$ cat config.mk
export PLATFORM = sky130hd
export DESIGN_NAME = seven_segment_capture_x_4
export DESIGN_NICKNAME = d
export VERILOG_FILES = /design/src/rtl/seven_segment_capture_x_4.sv
export SDC_FILE = /design/constraint.sdc
export NUM_CORES = 1
export LEC_CHECK = 0
export BUFFER_PORTS_ARGS = -buffer_cell sky130_fd_sc_hd__buf_2
export CAP_MARGIN = 0
export CORE_ASPECT_RATIO = 1.25
export CORE_MARGIN = 2
export CORE_UTILIZATION = 45
export CTS_CLUSTER_SIZE = 16
export DETAILED_ROUTE_END_ITERATION = 7
export GPL_TIMING_DRIVEN = 1
export MAX_ROUTING_LAYER = met4
export REMOVE_ABC_BUFFERS = 1
export SLEW_MARGIN = 25
export SYNTH_ARGS = -nofsm -noshare
export SYNTH_HDL_FRONTEND = slang
export SYNTH_SLANG_ARGS = --single-unit
$ cat constraint.sdc
create_clock -name clk -period 4.3 [get_ports clk]
set_clock_uncertainty 0.15 [all_clocks]
set_input_delay 0.86 -clock clk [delete_from_list [all_inputs] [get_ports clk]]
set_output_delay 0.86 -clock clk [all_outputs]
set_load 0.05 [all_outputs]
$ cat src/rtl/seven_segment_capture_x_4.sv
// seven_segment_capture_x_4
// Receive side of a four-digit multiplexed seven-segment display. Samples the
// active-low segment, decimal-point and anode lines, waits for each digit's
// pattern to sit still, decodes it and collects all four digits into a frame
// that is published with a one-cycle frame_valid pulse.
//
// Optional build macro: SSD_CAPTURE_TIMEOUT_EN
//   Defined   - a no-capture watchdog drops partial frames and raises stale.
//   Undefined - stale is tied low and partial frames wait indefinitely.
module seven_segment_capture_x_4 #(
  parameter int SYNC_STAGES    = 2,
  parameter int STABLE_CYCLES  = 16,
  parameter int TIMEOUT_CYCLES = 2097152
) (
  input  logic        clk,
  input  logic        reset,
  input  logic [6:0]  a_to_g,
  input  logic        decimal_point,
  input  logic [3:0]  anode,
  output logic [15:0] bcd_out,
  output logic [3:0]  decimal_points_out,
  output logic        frame_valid,
  output logic [3:0]  digit_error,
  output logic        stale
);

  // Pattern layout: {anode[3:0], decimal_point, a_to_g[6:0]}
  localparam int PAT_W    = 12;
  localparam int SYNC_N   = (SYNC_STAGES < 2) ? 2 : SYNC_STAGES;
  localparam int STABLE_N = (STABLE_CYCLES < 1) ? 1 : STABLE_CYCLES;
  localparam int CNT_W    = $clog2(STABLE_N + 1);

  localparam logic [CNT_W-1:0] CNT_MAX  = CNT_W'(STABLE_N);
  localparam logic [CNT_W-1:0] CNT_LAST = CNT_W'(STABLE_N - 1);

  // Synchronizer chain; all-ones is a dark display
  logic [PAT_W-1:0] r_sync [SYNC_N];
  logic [PAT_W-1:0] w_pat;

  // Stability tracking
  logic [PAT_W-1:0] r_prev;
  logic [CNT_W-1:0] r_cnt;
  logic             w_same;
  logic             w_arrive;

  // Anode qualification
  logic             w_onehot;
  logic [1:0]       w_idx;
  logic             w_cap;

  // Segment decode
  logic [3:0]       w_dec_nib;
  logic             w_dec_err;
  logic             w_dec_dp;

  // Frame assembly
  logic [3:0][3:0]  r_sh_bcd;
  logic [3:0]       r_sh_dp;
  logic [3:0]       r_sh_err;
  logic [3:0]       r_seen;
  logic [3:0]       w_seen_nxt;
  logic             w_publish;
  logic             w_timeout;

  // Published outputs
  logic [15:0]      r_bcd;
  logic [3:0]       r_dp;
  logic [3:0]       r_err;
  logic             r_frame_valid;

  // Shift every input line through the synchronizer chain
  always_ff @(posedge clk) begin
    if (reset) begin
      for (int i = 0; i < SYNC_N; i++) begin
        r_sync[i] <= '1;
      end
    end else begin
      r_sync[0] <= {anode, decimal_point, a_to_g};
      for (int i = 1; i < SYNC_N; i++) begin
        r_sync[i] <= r_sync[i-1];
      end
    end
  end

  assign w_pat = r_sync[SYNC_N-1];

  // Count consecutive cycles the synced pattern has held, saturating so a
  // long dwell fires only once
  always_ff @(posedge clk) begin
    if (reset) begin
      r_prev <= '1;
      r_cnt  <= '0;
    end else begin
      r_prev <= w_pat;
      if (w_pat != r_prev) begin
        r_cnt <= '0;
      end else if (r_cnt != CNT_MAX) begin
        r_cnt <= r_cnt + 1'b1;
      end
    end
  end

  assign w_same   = (w_pat == r_prev);
  assign w_arrive = w_same && (r_cnt == CNT_LAST);

  // Only a single driven digit identifies which shadow slot to fill
  always_comb begin
    w_onehot = 1'b0;
    w_idx    = 2'd0;
    case (w_pat[11:8])
      4'b1110: begin w_onehot = 1'b1; w_idx = 2'd0; end
      4'b1101: begin w_onehot = 1'b1; w_idx = 2'd1; end
      4'b1011: begin w_onehot = 1'b1; w_idx = 2'd2; end
      4'b0111: begin w_onehot = 1'b1; w_idx = 2'd3; end
      default: begin w_onehot = 1'b0; w_idx = 2'd0; end
    endcase
  end

  assign w_cap = w_arrive && w_onehot;

  // Active-low segment patterns (g..a) back to BCD; blank reads as F,
  // anything unrecognised reads as E and is flagged
  always_comb begin
    w_dec_nib = 4'hE;
    w_dec_err = 1'b0;
    case (w_pat[6:0])
      7'b1000000: w_dec_nib = 4'h0;
      7'b1111001: w_dec_nib = 4'h1;
      7'b0100100: w_dec_nib = 4'h2;
      7'b0110000: w_dec_nib = 4'h3;
      7'b0011001: w_dec_nib = 4'h4;
      7'b0010010: w_dec_nib = 4'h5;
      7'b0000010: w_dec_nib = 4'h6;
      7'b1111000: w_dec_nib = 4'h7;
      7'b0000000: w_dec_nib = 4'h8;
      7'b0010000: w_dec_nib = 4'h9;
      7'b1111111: w_dec_nib = 4'hF;
      default: begin
        w_dec_nib = 4'hE;
        w_dec_err = 1'b1;
      end
    endcase
  end

  assign w_dec_dp  = ~w_pat[7];
  assign w_publish = (r_seen == 4'hF);

  // Next seen mask: publish/timeout empty it, a capture in the same cycle
  // belongs to the following frame
  always_comb begin
    w_seen_nxt = r_seen;
    if (w_publish || w_timeout) begin
      w_seen_nxt = 4'h0;
    end
    if (w_cap) begin
      w_seen_nxt[w_idx] = 1'b1;
    end
  end

  // Shadow registers collect the frame under construction
  always_ff @(posedge clk) begin
    if (reset) begin
      r_sh_bcd <= '0;
      r_sh_dp  <= '0;
      r_sh_err <= '0;
      r_seen   <= '0;
    end else begin
      r_seen <= w_seen_nxt;
      if (w_cap) begin
        r_sh_bcd[w_idx] <= w_dec_nib;
        r_sh_dp[w_idx]  <= w_dec_dp;
        r_sh_err[w_idx] <= w_dec_err;
      end
    end
  end

  // Publish the completed frame; shadow is read before any same-cycle write
  always_ff @(posedge clk) begin
    if (reset) begin
      r_bcd         <= '0;
      r_dp          <= '0;
      r_err         <= '0;
      r_frame_valid <= 1'b0;
    end else begin
      r_frame_valid <= w_publish;
      if (w_publish) begin
        r_bcd <= r_sh_bcd;
        r_dp  <= r_sh_dp;
        r_err <= r_sh_err;
      end
    end
  end

`ifdef SSD_CAPTURE_TIMEOUT_EN
  localparam int TO_N = (TIMEOUT_CYCLES < 1) ? 1 : TIMEOUT_CYCLES;
  localparam int TO_W = $clog2(TO_N + 1);

  localparam logic [TO_W-1:0] TO_MAX  = TO_W'(TO_N);
  localparam logic [TO_W-1:0] TO_LAST = TO_W'(TO_N - 1);

  logic [TO_W-1:0] r_to_cnt;
  logic            r_stale;

  // The saturating count reaches its limit once per quiet spell
  assign w_timeout = (r_to_cnt == TO_LAST) && !w_cap;

  // Watchdog on captures; stale stays up until a full frame gets through
  always_ff @(posedge clk) begin
    if (reset) begin
      r_to_cnt <= '0;
      r_stale  <= 1'b0;
    end else begin
      if (w_cap) begin
        r_to_cnt <= '0;
      end else if (r_to_cnt != TO_MAX) begin
        r_to_cnt <= r_to_cnt + 1'b1;
      end
      if (w_timeout) begin
        r_stale <= 1'b1;
      end else if (w_publish) begin
        r_stale <= 1'b0;
      end
    end
  end

  assign stale = r_stale;
`else
  assign w_timeout = 1'b0;
  assign stale     = 1'b0;
`endif

  assign bcd_out            = r_bcd;
  assign decimal_points_out = r_dp;
  assign digit_error        = r_err;
  assign frame_valid        = r_frame_valid;

endmodule

== Word level (Yosys, flattened, before mapping) ==
Memory sizes are Yosys's and may differ from the RTL's.
Index checks and enable logic that the tools add are counted.

* Register bits: 70
* Memories kept: 1
* Memory bits (writable): 24
* Input bits: 14

{| class="wikitable"
|+ Memories
! memory !! words !! bits a word !! read ports !! clocked after Yosys merged registers in !! wr ports !! line !! RTL
|-
| r_sync || 2 || 12 || 2 || 0 || 2 || 37 || <nowiki>logic [PAT_W-1:0] r_sync [SYNC_N];</nowiki>
|}

* Reductions and logical operators: 7
* $add $sub $neg: 1
* Mux-type cells: 18
* $lt $le $gt $ge: 2
* Bitwise gates (word level): 4
* Equal/unequal tests: 19

{| class="wikitable"
|+ Operators with widths
! kind !! count
|-
| one-hot mux 4 bit (11 select lines) || 1
|-
| equality test 7 bit (second input constant) || 4
|-
| 2-to-1 mux 12 bit || 2
|-
| equality test 7 x 5 -> 1 bit (second input constant) || 3
|-
| bitwise mux 16 bit || 1
|-
| equality test 4 bit (second input constant) || 4
|-
| equality test 7 x 6 -> 1 bit (second input constant) || 2
|-
| equality test 12 bit || 1
|-
| 2-to-1 mux 4 bit || 3
|-
| inequality test 12 bit || 1
|-
| OR reduction 11 bit || 1
|-
| bitwise mux 4 bit || 2
|-
| demux 4 bit (select 2 bit) || 1
|-
| equality test 7 x 2 -> 1 bit (second input constant) || 1
|-
| logical NOT 7 bit || 1
|-
| 2-to-1 mux 1 bit || 6
|-
| one-hot mux 2 bit (3 select lines) || 1
|-
| adder 5 x 1 -> 5 bit (second input constant) || 1
|-
| equality test 5 x 4 -> 1 bit (second input constant) || 1
|-
| inequality test 5 bit (second input constant) || 1
|-
| equality test 4 x 3 -> 1 bit (second input constant) || 1
|-
| OR 4 bit || 1
|-
| OR reduction 4 bit || 1
|-
| logical AND 1 bit || 3
|-
| other kinds (6) || 7
|}

== Logic depth before layout (Yosys ltp) ==
Gate-level depths: netlist of the first run.
An unclocked memory read counts as a cell.

* Word-level depth: 9
* Depth in mapped cells: 9
* Depth with buffers taken out: 8

== Worst setup path before layout of the first run ==
No wires, ideal clock.

* Path kind: register to register
* Start: register r_cnt[1]
* End: register r_sh_bcd[0] (netlist name)
* Period minus slack after synthesis: 2.324 ns
* Data arrival time: 2.047 ns
* Path slack: 1.976 ns
* Buffers on the path: 1
* Cell stages (with the launch flop): 10
* Cell sequence: dfxtp_1 > ha_1 > and3_1 > ha_1 > nand3_1 > or3b_2 > nor4_2 > buf_2 > mux2i_1 > nor2_1

* Longest elaborated chain between the ends: 3

{| class="wikitable"
|+ RTL lines
! element !! line !! RTL
|-
| from (decl) || 42 || <nowiki>logic [CNT_W-1:0] r_cnt;</nowiki>
|-
| from (signal assigned) || 98 || <nowiki>r_cnt <= r_cnt + 1'b1;</nowiki>
|-
| equality test 5 x 4 -> 1 bit || 104 || <nowiki>assign w_arrive = w_same && (r_cnt == CNT_LAST);</nowiki>
|-
| logical AND 1 bit || 104 ||
|-
| logical AND 1 bit || 119 || <nowiki>assign w_cap = w_arrive && w_onehot;</nowiki>
|-
| to (signal, indexed assignment) || 170 || <nowiki>r_sh_bcd[w_idx] <= w_dec_nib;</nowiki>
|-
| to (decl) || 57 || <nowiki>logic [3:0][3:0] r_sh_bcd;</nowiki>
|}

Every way passes these cells.
A chain may end at the register's enable or synchronous reset.

== Worst setup path after layout of the first run ==
Ends and elaborated chain as after synthesis.

==> results of run 1 <==
==> kinds of logic after synthesis <==
kind of cell / synth area share [%]
AOI/OAI and AO/OA: 11.31
xor gates and xnor gates: 3.933
adders and majority gates: 1.053
buffers and inverters: 4.810
DFF: 52.81
muxes: 2.528
other: 0.1052
and+or+nand+nor: 23.46
==> power groups by stage <==
stage / clock network [mW] / logic (mW) / registers (mW)
floorplan: 0 / 0.0452 / 0.914
global placement: 0 / 0.0679 / 0.917
detailed placement: 0 / 0.0687 / 0.917
CTS: 0.724 / 0.0688 / 0.897
global route: 0.759 / 0.0779 / 0.899
finish: 0.704 / 0.0707 / 0.896
==> cell type report <==
class | count | share of cell area (%)
Inverter | 7 | 0.6524
Sequential cell | 94 | 46.72
Multi-Input combinational cell | 241 | 37.93
Clock inverter | 3 | 2.237
Timing Repair Buffer | 42 | 5.561
Tap cell | 95 | 2.951
Clock buffer | 13 | 3.945
==> cells in the final DEF, fill, tap and decap left out, drive strengths merged, types with 3 or more instances in the layout <==
master / Yosys / layout
bufinv: 0 / 3
a21oi: 29 / 29
clkbuf: 16 / 13
a211oi: 12 / 12
nand3: 7 / 7
dfxtp: 94 / 94
mux2i: 9 / 9
buf: 11 / 42
nand4: 6 / 6
nor3: 4 / 4
and3: 4 / 4
inv: 7 / 7
ha: 3 / 3
nor4: 4 / 4
nand2b: 4 / 4
nand2: 48 / 48
xnor2: 14 / 14
or2: 36 / 36
o21ai: 5 / 5
nor2: 32 / 32
==> state kept, by name (all words and copies together) (netlist names) <==
| register | cells |
|---|---|
| r_sync | 24 |
| bcd_out | 16 |
| r_sh_bcd | 16 |
| r_prev | 12 |
| r_cnt | 5 |
| decimal_points_out | 4 |
| digit_error | 4 |
| r_seen | 4 |
| r_sh_dp | 4 |
| r_sh_err | 4 |
| frame_valid | 1 |
==> routing by layer <==
metal	part of all wire (%)	wire [um]
met5	0	0
met4	2.0	119
met3	3.5	211
met2	48	2843
met1	47	2791
==> final timing paths <==
kind / cells after the start / slack (ns) / to / startpoint
max: 8 / 1.68 / r_sh_bcd[0]$_SDFFE_PP0P_ / r_cnt[1]$_SDFFE_PP0P_
max reg2reg: 8 / 1.68 / r_sh_bcd[0]$_SDFFE_PP0P_ / r_cnt[1]$_SDFFE_PP0P_
min reg2reg: 1 / 0.26 / r_sync[0][15]$_SDFF_PP1_ / r_sync[0][3]$_SDFF_PP1_
min: 1 / 0.26 / r_sync[0][15]$_SDFF_PP1_ / r_sync[0][3]$_SDFF_PP1_
==> per-stage QoR <==
stage          area, um2  util [%]  setup slack (ns)
6_report            4028     51.99             1.682
3_5_place_dp        3761     48.55             1.337
5_1_grt             4028     51.99             1.487
3_3_place_gp        3750     48.40             1.502
2_1_floorplan       3418         -             1.780
4_1_cts             4010     51.76             1.325
==> flow_summary.toml, run 1 <==
[global_route]
busiest_layer = "met2"
antenna_found_initial = 0
met3_usage_pct = 3.968
grt_max_degree = 47
grt_first_pass_wirelength_um = 9977
use_met2_pct = 25.05
use_met1_pct = 16.73
grt_pass1_vias = 2187
gr-total-overflow = 0
grt.total_usage_pct = 14.99

[timing]
setup_viol = 0
slew_headroom_pct = 43.21
fin_crit_sh_pct = 60.89
hold_viol = 0
tns_ns = 0
max_freq_ghz = 0.3819
timing.hold.ws_ns = 0.2608
finalCriticalPeriod_ns = 2.618
final-max-slew-violation-count = 0
worst_slew_pin_slew_ns = 0.8400
rsz0062_at_grt = "no"

[setup_path]
required_ns = 4.37
worstPathMaxFanout = 11
max_stage_delay_ns = 0.51
start_kind = "flop"
end_kind = "flop"
worst-setup-path-type = "reg2reg"
critical_path.slowest_cell = "or3b_2"
crit_family = "simple AND/OR/NAND/NOR gates"
path_cells = "ha_1, and3_1, ha_1, nand3_1, or3b_2, nor4_4, mux2i_1, nor2_1"
cp_common_cell = "ha_1"
cp.arrival_ns = 2.69
cp.buffers_inverters = 0

[yosys]
synth_area_leaders = "dfxtp_1 (53%), or2_2 (6.3%), nand2_1 (5.1%)"
synth_area_per_cell_um2 = 9.657
ys_warn_count = 0
synth-edff-count = 0
synth_cell_types = 44
ys_seq_area_share_pct = 52.81
syn_area_mm2 = 0.003563
async_reset_ff_share_pct = 0
ys_ff_latch = 94
synth_flop_cell = "dfxtp_1"
synthTopCellsByCount = "dfxtp_1 (94), nand2_1 (48), or2_2 (36)"
synth_top_area_share_pct = 52.81
synthCells = 369
yosysTopAreaCell = "dfxtp_1"
yosysMostFrequentCell = "dfxtp_1"

[floorplanning]
die_y_um = 103.5
die_w_um = 83.59
start_util_pct = 45.99
core_area_mm2 = 0.007747
row_count = 36
io_pins = 40
die_area_mm2 = 0.008651

[cts]
cts_tree = "built"
clockBufferDepth = 2
clockRootBuffer = "clkbuf_8"
cts_resized = 0
clk_latency_ns = 0.35
cts_htree_levels = 3
cts_setup_buffers = 0
cts.sinks = 94
cts_hold_buf = 0
clk_pin_slew_ns = 0.08
cts_buffers = 9

[cells_and_area]
nFillCells = 750
multi_input_area_mm2 = 0.001528
n_antenna_cell = 0
instances_no_fill = 495
seq_area_mm2 = 0.001882
num-nets-final = 412
synthToLayoutAreaGrowth_pct = 13.03
layout-drive-gt1-share_pct = 27.50

[route]
routed_via_density = 4.966
drc_errors = 0
wl_um = 5965
ant_nets = 0
vias = 2458
wl_per_cell_um = 12.05
first_pass_iters = 4
drtIter0Drc = 95

[worst_hold_path]
hp-class = "reg2reg"

[outcome]
status = "completed"

[pwr]
powerDensity_mw_per_mm2 = 414.9
internal_power_mw = 1.332
pwr-share-seq_pct = 53.6
ir_worst_vdd_uv = 203.7
combinationalPowerShare_pct = 4.2
power.switching_mw = 0.3390
leakagePower_nw = 1.496
p_clk_share_pct = 42.1
swShare_pct = 20.29
power_mw = 1.671

[placement]
hpwlAfterDp_um = 3983
gp_congestion = 0.7683
io_buffers = 38
dp.cells = 479

[run]
cap_violations = 0
(Power assumes the default switching activity.)
==> run 2, diff against run 1 <==
==> constraint.sdc (replaced) <==
create_clock -name clk -period 2.54 [get_ports clk]
set_clock_uncertainty 0.15 [all_clocks]
set_input_delay 0.508 -clock clk [delete_from_list [all_inputs] [get_ports clk]]
set_output_delay 0.508 -clock clk [all_outputs]
set_load 0.05 [all_outputs]
==> run 2 against run 1 <==
  * Non-clock buffer count is 7 higher
  * Worst hold slack lost 0.081 ns
  * Global-route usage about the same
  * First-iteration DRC count is the same
  * Final cell count is 1.2% higher
  * Highest routed layer unchanged
==> flow_summary.toml, run 2 (synthesized netlist as in run 1, its figures left out) <==
[timing]
final-max-slew-violation-count = 0
max_freq_ghz = 0.4241
rsz0062_at_grt = "no"
tns_ns = 0
fin_crit_sh_pct = 92.83
worst_slew_pin_slew_ns = 0.8106
slew_headroom_pct = 45.20
finalCriticalPeriod_ns = 2.358
setup_viol = 0
hold_viol = 0

[floorplanning]
core_area_mm2 = 0.007747
row_count = 36
start_util_pct = 45.99
die_area_mm2 = 0.008651
die_w_um = 83.59
die_y_um = 103.5
io_pins = 40

[cells_and_area]
largest_register_ff_count = 24
regMostFlops = "r_sync"
layout-drive-gt1-share_pct = 29.80
nFillCells = 742
synthToLayoutAreaGrowth_pct = 13.27
num-nets-final = 419
fin_area_mm2 = 0.004036
n_antenna_cell = 0
mostFrequentLayoutCells = "dfxtp_1 (92), nand2_1 (48), buf_2 (38), or2_2 (36), nor2_1 (30)"
final_common_cell = "dfxtp_1"
instances_no_fill = 501
multi_input_area_mm2 = 0.001536
seq_area_mm2 = 0.001889

[placement]
dp.cells = 483
io_buffers = 38
hpwlAfterDp_um = 4096
gp_congestion = 0.8022
place_area_mm2 = 0.003787

[setup_path]
start_kind = "flop"
worstPathMaxFanout = 6
critical_path.slowest_cell = "or3b_4"
required_ns = 2.62
worst-setup-path-type = "reg2reg"
path_cells = "ha_4, and3_1, ha_2, nand3_1, or3b_4, nor4_4, buf_4, mux2i_1, nor2_1"
max_stage_delay_ns = 0.40
r2r-start = "r_cnt[1]$_SDFFE_PP0P_"
r2r.worst_path.cells = 9
end_kind = "flop"
ff2ff_setup_slack_ns = 0.18
crit_start = "r_cnt[1]$_SDFFE_PP0P_"
cp.arrival_ns = 2.44

[route]
wl_um = 6068
ant_nets = 0
routed_via_density = 4.880
drtIter0Drc = 95
drc_errors = 0
wl_per_cell_um = 12.11
first_pass_iters = 4
vias = 2445

[global_route]
grt_first_pass_wirelength_um = 9901
gr-total-overflow = 0
grt_pass1_vias = 2132
antenna_found_initial = 0
grt_max_degree = 38
grt.total_usage_pct = 14.95

[run]
cap_violations = 0

[worst_hold_path]
min_from = "a_to_g[4]"
hp-class = "in2reg"
hold_depth = 2

[cts]
cts_htree_levels = 3
cts_hold_buf = 0
cts.sinks = 94
clockBufferDepth = 2
cts_tree = "built"
clk_latency_ns = 0.35
cts_buffers = 9
clockRootBuffer = "clkbuf_8"
clk_pin_slew_ns = 0.09

[pwr]
ir_worst_vdd_uv = 374.1
leakagePower_nw = 1.486
powerDensity_mw_per_mm2 = 638.9

[outcome]
status = "completed"
-- run 2: changes by cell type in the layout (fill, tap and decap cells not counted), moves of 2 or more --
cell	before	now
buf_4	3	10
bufinv_16	3	1
clkbuf_8	11	9
clkinvlp_4	0	3
dfxtp_1	94	92
dfxtp_4	0	2
ha_1	3	1
-- run 2: final timing paths --
| kind | endpoint |
|---|---|
| max reg2reg | r_sh_bcd[0]$_SDFFE_PP0P_ |
| max | r_sh_bcd[0]$_SDFFE_PP0P_ |
| min | r_sync[0][4]$_SDFF_PP1_ |
| min reg2reg | r_sync[0][17]$_SDFF_PP1_ |
-- run 2: metal layers --
metal / GRT usage, % / part of all wire [%] / vias to the layer above
met5: - / 0 / -
met4: 8.561 / 2.0 / 0
met3: 3.492 / 2.8 / 9
met2: 23.82 / 48 / 36
met1: 17.52 / 47 / 1106
li1: - / - / 1294
-- run 2: worst max-delay path: cells and delay by family, from the launching register on --
family,cells,cell delay (ns)
adder cells (fa/ha/maj),2,0.31
buffers and inverters,1,0.20
flip-flops,1,0.38
multiplexers,1,0.20
AND/OR/NAND/NOR,5,1.02
-- run 2: timing repair --
item / 4_1_cts / 5_1_grt
setup endpoints to repair: 0 / 2
gates resized for setup: 0 / 9
buffers inserted: 0 / 2
-- run 2: power breakdown --
group | internal, mW | leakage (nW) | switching, mW
Clock | 0.451 | 0.0846 | 0.488
Sequential | 1.49 | 0.766 | 0.0205
Combinational | 0.0528 | 0.635 | 0.0716
-- run 2: layout make-up --
class                   count  share of cell area (%)
clock buffers              10                   3.162
inverters                   7                  0.6510
flip-flops and latches     94                   46.81
well taps                  95                   2.945
clock inverters             5                   1.519
repair buffers             49                   6.851
multi-input cells         241                   38.07
-- run 2: through the flow --
stage / hold WS [ns] / util (%) / power [mW] / worst slack (ns)
after floorplan: 0.2395 / - / 1.624 / 0.01970
after global placement: 0.2414 / 48.89 / 1.670 / 0.2194
after detailed placement: 0.2432 / 48.89 / 1.673 / 0.1316
after CTS: 0.1638 / 51.32 / 2.614 / 0.1194
after global routing: 0.1557 / 52.10 / 2.704 / 0.02099
final: 0.1793 / 52.10 / 2.579 / 0.1821
==> run 3, diff against run 2 <==
--- a/config.mk
+++ b/config.mk
@@ -13,6 +13,7 @@
 export CTS_CLUSTER_SIZE = 16
 export DETAILED_ROUTE_END_ITERATION = 7
 export GPL_TIMING_DRIVEN = 1
+export HOLD_SLACK_MARGIN = 0.03
 export MAX_ROUTING_LAYER = met4
 export REMOVE_ABC_BUFFERS = 1
 export SLEW_MARGIN = 25
==> constraint.sdc (replaced) <==
create_clock -name clk -period 2.5 [get_ports clk]
set_clock_uncertainty 0.15 [all_clocks]
set_input_delay 0.5 -clock clk [delete_from_list [all_inputs] [get_ports clk]]
set_output_delay 0.5 -clock clk [all_outputs]
set_load 0.05 [all_outputs]
==> run 3 against run 2 <==
  * Clock-buffer cell count shrank 1
  * Non-clock buffer count grew 1
  * Final cell count grew 0.40%
  * Utilization grew 0.97 points
  * Fmax shrank 0.90%
  * Highest routed layer unchanged
  * Flip-flop and latch count is the same
  * Worst hold slack lost 0.0094 ns
  * Via count grew 1.2%
  * First-iteration DRC count grew 26%
  * Cell area grew 1.9%
  * Global-route usage grew 0.067 points
==> flow_summary.toml, run 3 (synthesized netlist as in run 1, its figures left out) <==
[route]
wl_per_cell_um = 12.23
ant_nets = 0
drtIter0Drc = 120
wl_um = 6153
vias = 2475
drc_errors = 0
routed_via_density = 4.920
first_pass_iters = 4

[cells_and_area]
n_antenna_cell = 0
instances_no_fill = 503
multi_input_area_mm2 = 0.001556
seq_area_mm2 = 0.001887
regMostFlops = "r_sync"
synthToLayoutAreaGrowth_pct = 15.38
layout-drive-gt1-share_pct = 30.88
final_common_cell = "dfxtp_1"
utilization_pct = 53.07
mostFrequentLayoutCells = "dfxtp_1 (92), nand2_1 (48), buf_2 (39), or2_2 (36), nor2_1 (30)"
nFillCells = 737
num-nets-final = 420
largest_register_ff_count = 24

[pwr]
power_mw = 2.853
leakagePower_nw = 1.532
powerDensity_mw_per_mm2 = 693.8
ir_worst_vdd_uv = 419.6

[setup_path]
worst-setup-path-type = "reg2reg"
crit_family = "simple AND/OR/NAND/NOR gates"
max_stage_delay_ns = 0.42
critical_path.slowest_cell = "or3b_4"
end_kind = "flop"
path_cells = "ha_4, and3_4, ha_4, nand3_2, or3b_4, nor4_4, buf_4, buf_4, nand3_1, o21ai_0"
worstPathMaxFanout = 5
required_ns = 2.63
start_kind = "flop"
cp.buffers_inverters = 2
cp.arrival_ns = 2.51

[timing]
timing.final.ws_setup_ns = 0.1207
worst_slew_pin_slew_ns = 0.8352
slew_headroom_pct = 43.53
max_freq_ghz = 0.4203
timing.hold.ws_ns = 0.1699
fin_crit_sh_pct = 95.17
setup_viol = 0
hold_viol = 0
final-max-slew-violation-count = 0
finalCriticalPeriod_ns = 2.379

[global_route]
grt.total_usage_pct = 15.02
grt_pass1_vias = 2192
gr-total-overflow = 0
grt_max_degree = 34
antenna_found_initial = 0
grt_first_pass_wirelength_um = 10060

[floorplanning]
die_w_um = 83.59
core_area_mm2 = 0.007747
die_area_mm2 = 0.008651
start_util_pct = 45.99
io_pins = 40
die_y_um = 103.5
row_count = 36

[cts]
cts_buffers = 9
cts_tree = "built"
cts_htree_levels = 3
cts.sinks = 94
clk_latency_ns = 0.35
clockBufferDepth = 2
cts_hold_buf = 0
clk_pin_slew_ns = 0.09
clockRootBuffer = "clkbuf_8"

[placement]
gp_congestion = 0.7855
hpwlAfterDp_um = 4158
place_ws_ns = 0.1209
io_buffers = 38
dp.cells = 484

[run]
cap_violations = 0

[outcome]
status = "completed"

[worst_hold_path]
hp-class = "in2reg"
-- run 3: cell types whose count changed in the layout (fill, tap and decap cells not counted), sizes merged --
| cell | before | now |
|---|---|---|
| clkdlybuf4s15 | 1 | 0 |
| bufinv | 1 | 3 |
| clkinv | 1 | 3 |
| buf | 48 | 50 |
| inv | 7 | 8 |
| clkinvlp | 3 | 0 |
| clkbuf | 10 | 9 |
-- run 3: worst reg2reg max path, stage by stage, from the launching register on --
cell and delay [ns]:
dfxtp_4 0.37, ha_4 0.14, and3_4 0.19, ha_4 0.14
nand3_2 0.08, or3b_4 0.42, nor4_4 0.32, buf_4 0.21
buf_4 0.12, nand3_1 0.06, o21ai_0 0.10
-- run 3: per-layer routing --
metal	track usage (%)	wire length, um
met5	-	0
met4	7.072	131
met3	3.651	215
met2	24.62	2941
met1	17.56	2864
-- run 3: stage by stage --
step                area, um2  setup TNS (ns)
floorplan                3418        -0.04059
global placement         3795               0
detailed placement       3795               0
CTS                      4040               0
global route             4111        -0.01412
finish                   4111               0
-- run 3: final cells by class --
cell class | count | area share [%]
sequential | 94 | 45.89
multi-input combinational | 241 | 37.86
timing repair buffer | 50 | 6.756
clock buffer | 9 | 3.013
clock inverter | 7 | 2.952
tap | 95 | 2.891
inverter | 7 | 0.6391
-- run 3: what timing repair did --
item | CTS | global route
setup buffers | 0 | 2
setup endpoints to repair | 0 | 11
resized for setup | 0 | 12
-- run 3: where the power goes --
group          switching, mW  leakage, nW  internal (mW)
clock                  0.517        0.124          0.669
combinational         0.0719        0.642         0.0538
sequential            0.0215        0.766           1.52
-- run 3: worst paths after layout --
check / from / to / slack [ns] / cells after the start
worst max-delay path: r_cnt[0]$_SDFFE_PP0P_ / r_sh_err[1]$_SDFFE_PP0P_ / 0.12 / 10
worst min-delay path: anode[2] / r_sync[0][10]$_SDFF_PP1_ / 0.17 / 2
worst max register to register: r_cnt[0]$_SDFFE_PP0P_ / r_sh_err[1]$_SDFFE_PP0P_ / 0.12 / 10
worst min register to register: r_sync[0][4]$_SDFF_PP1_ / r_sync[0][16]$_SDFF_PP1_ / 0.26 / 1
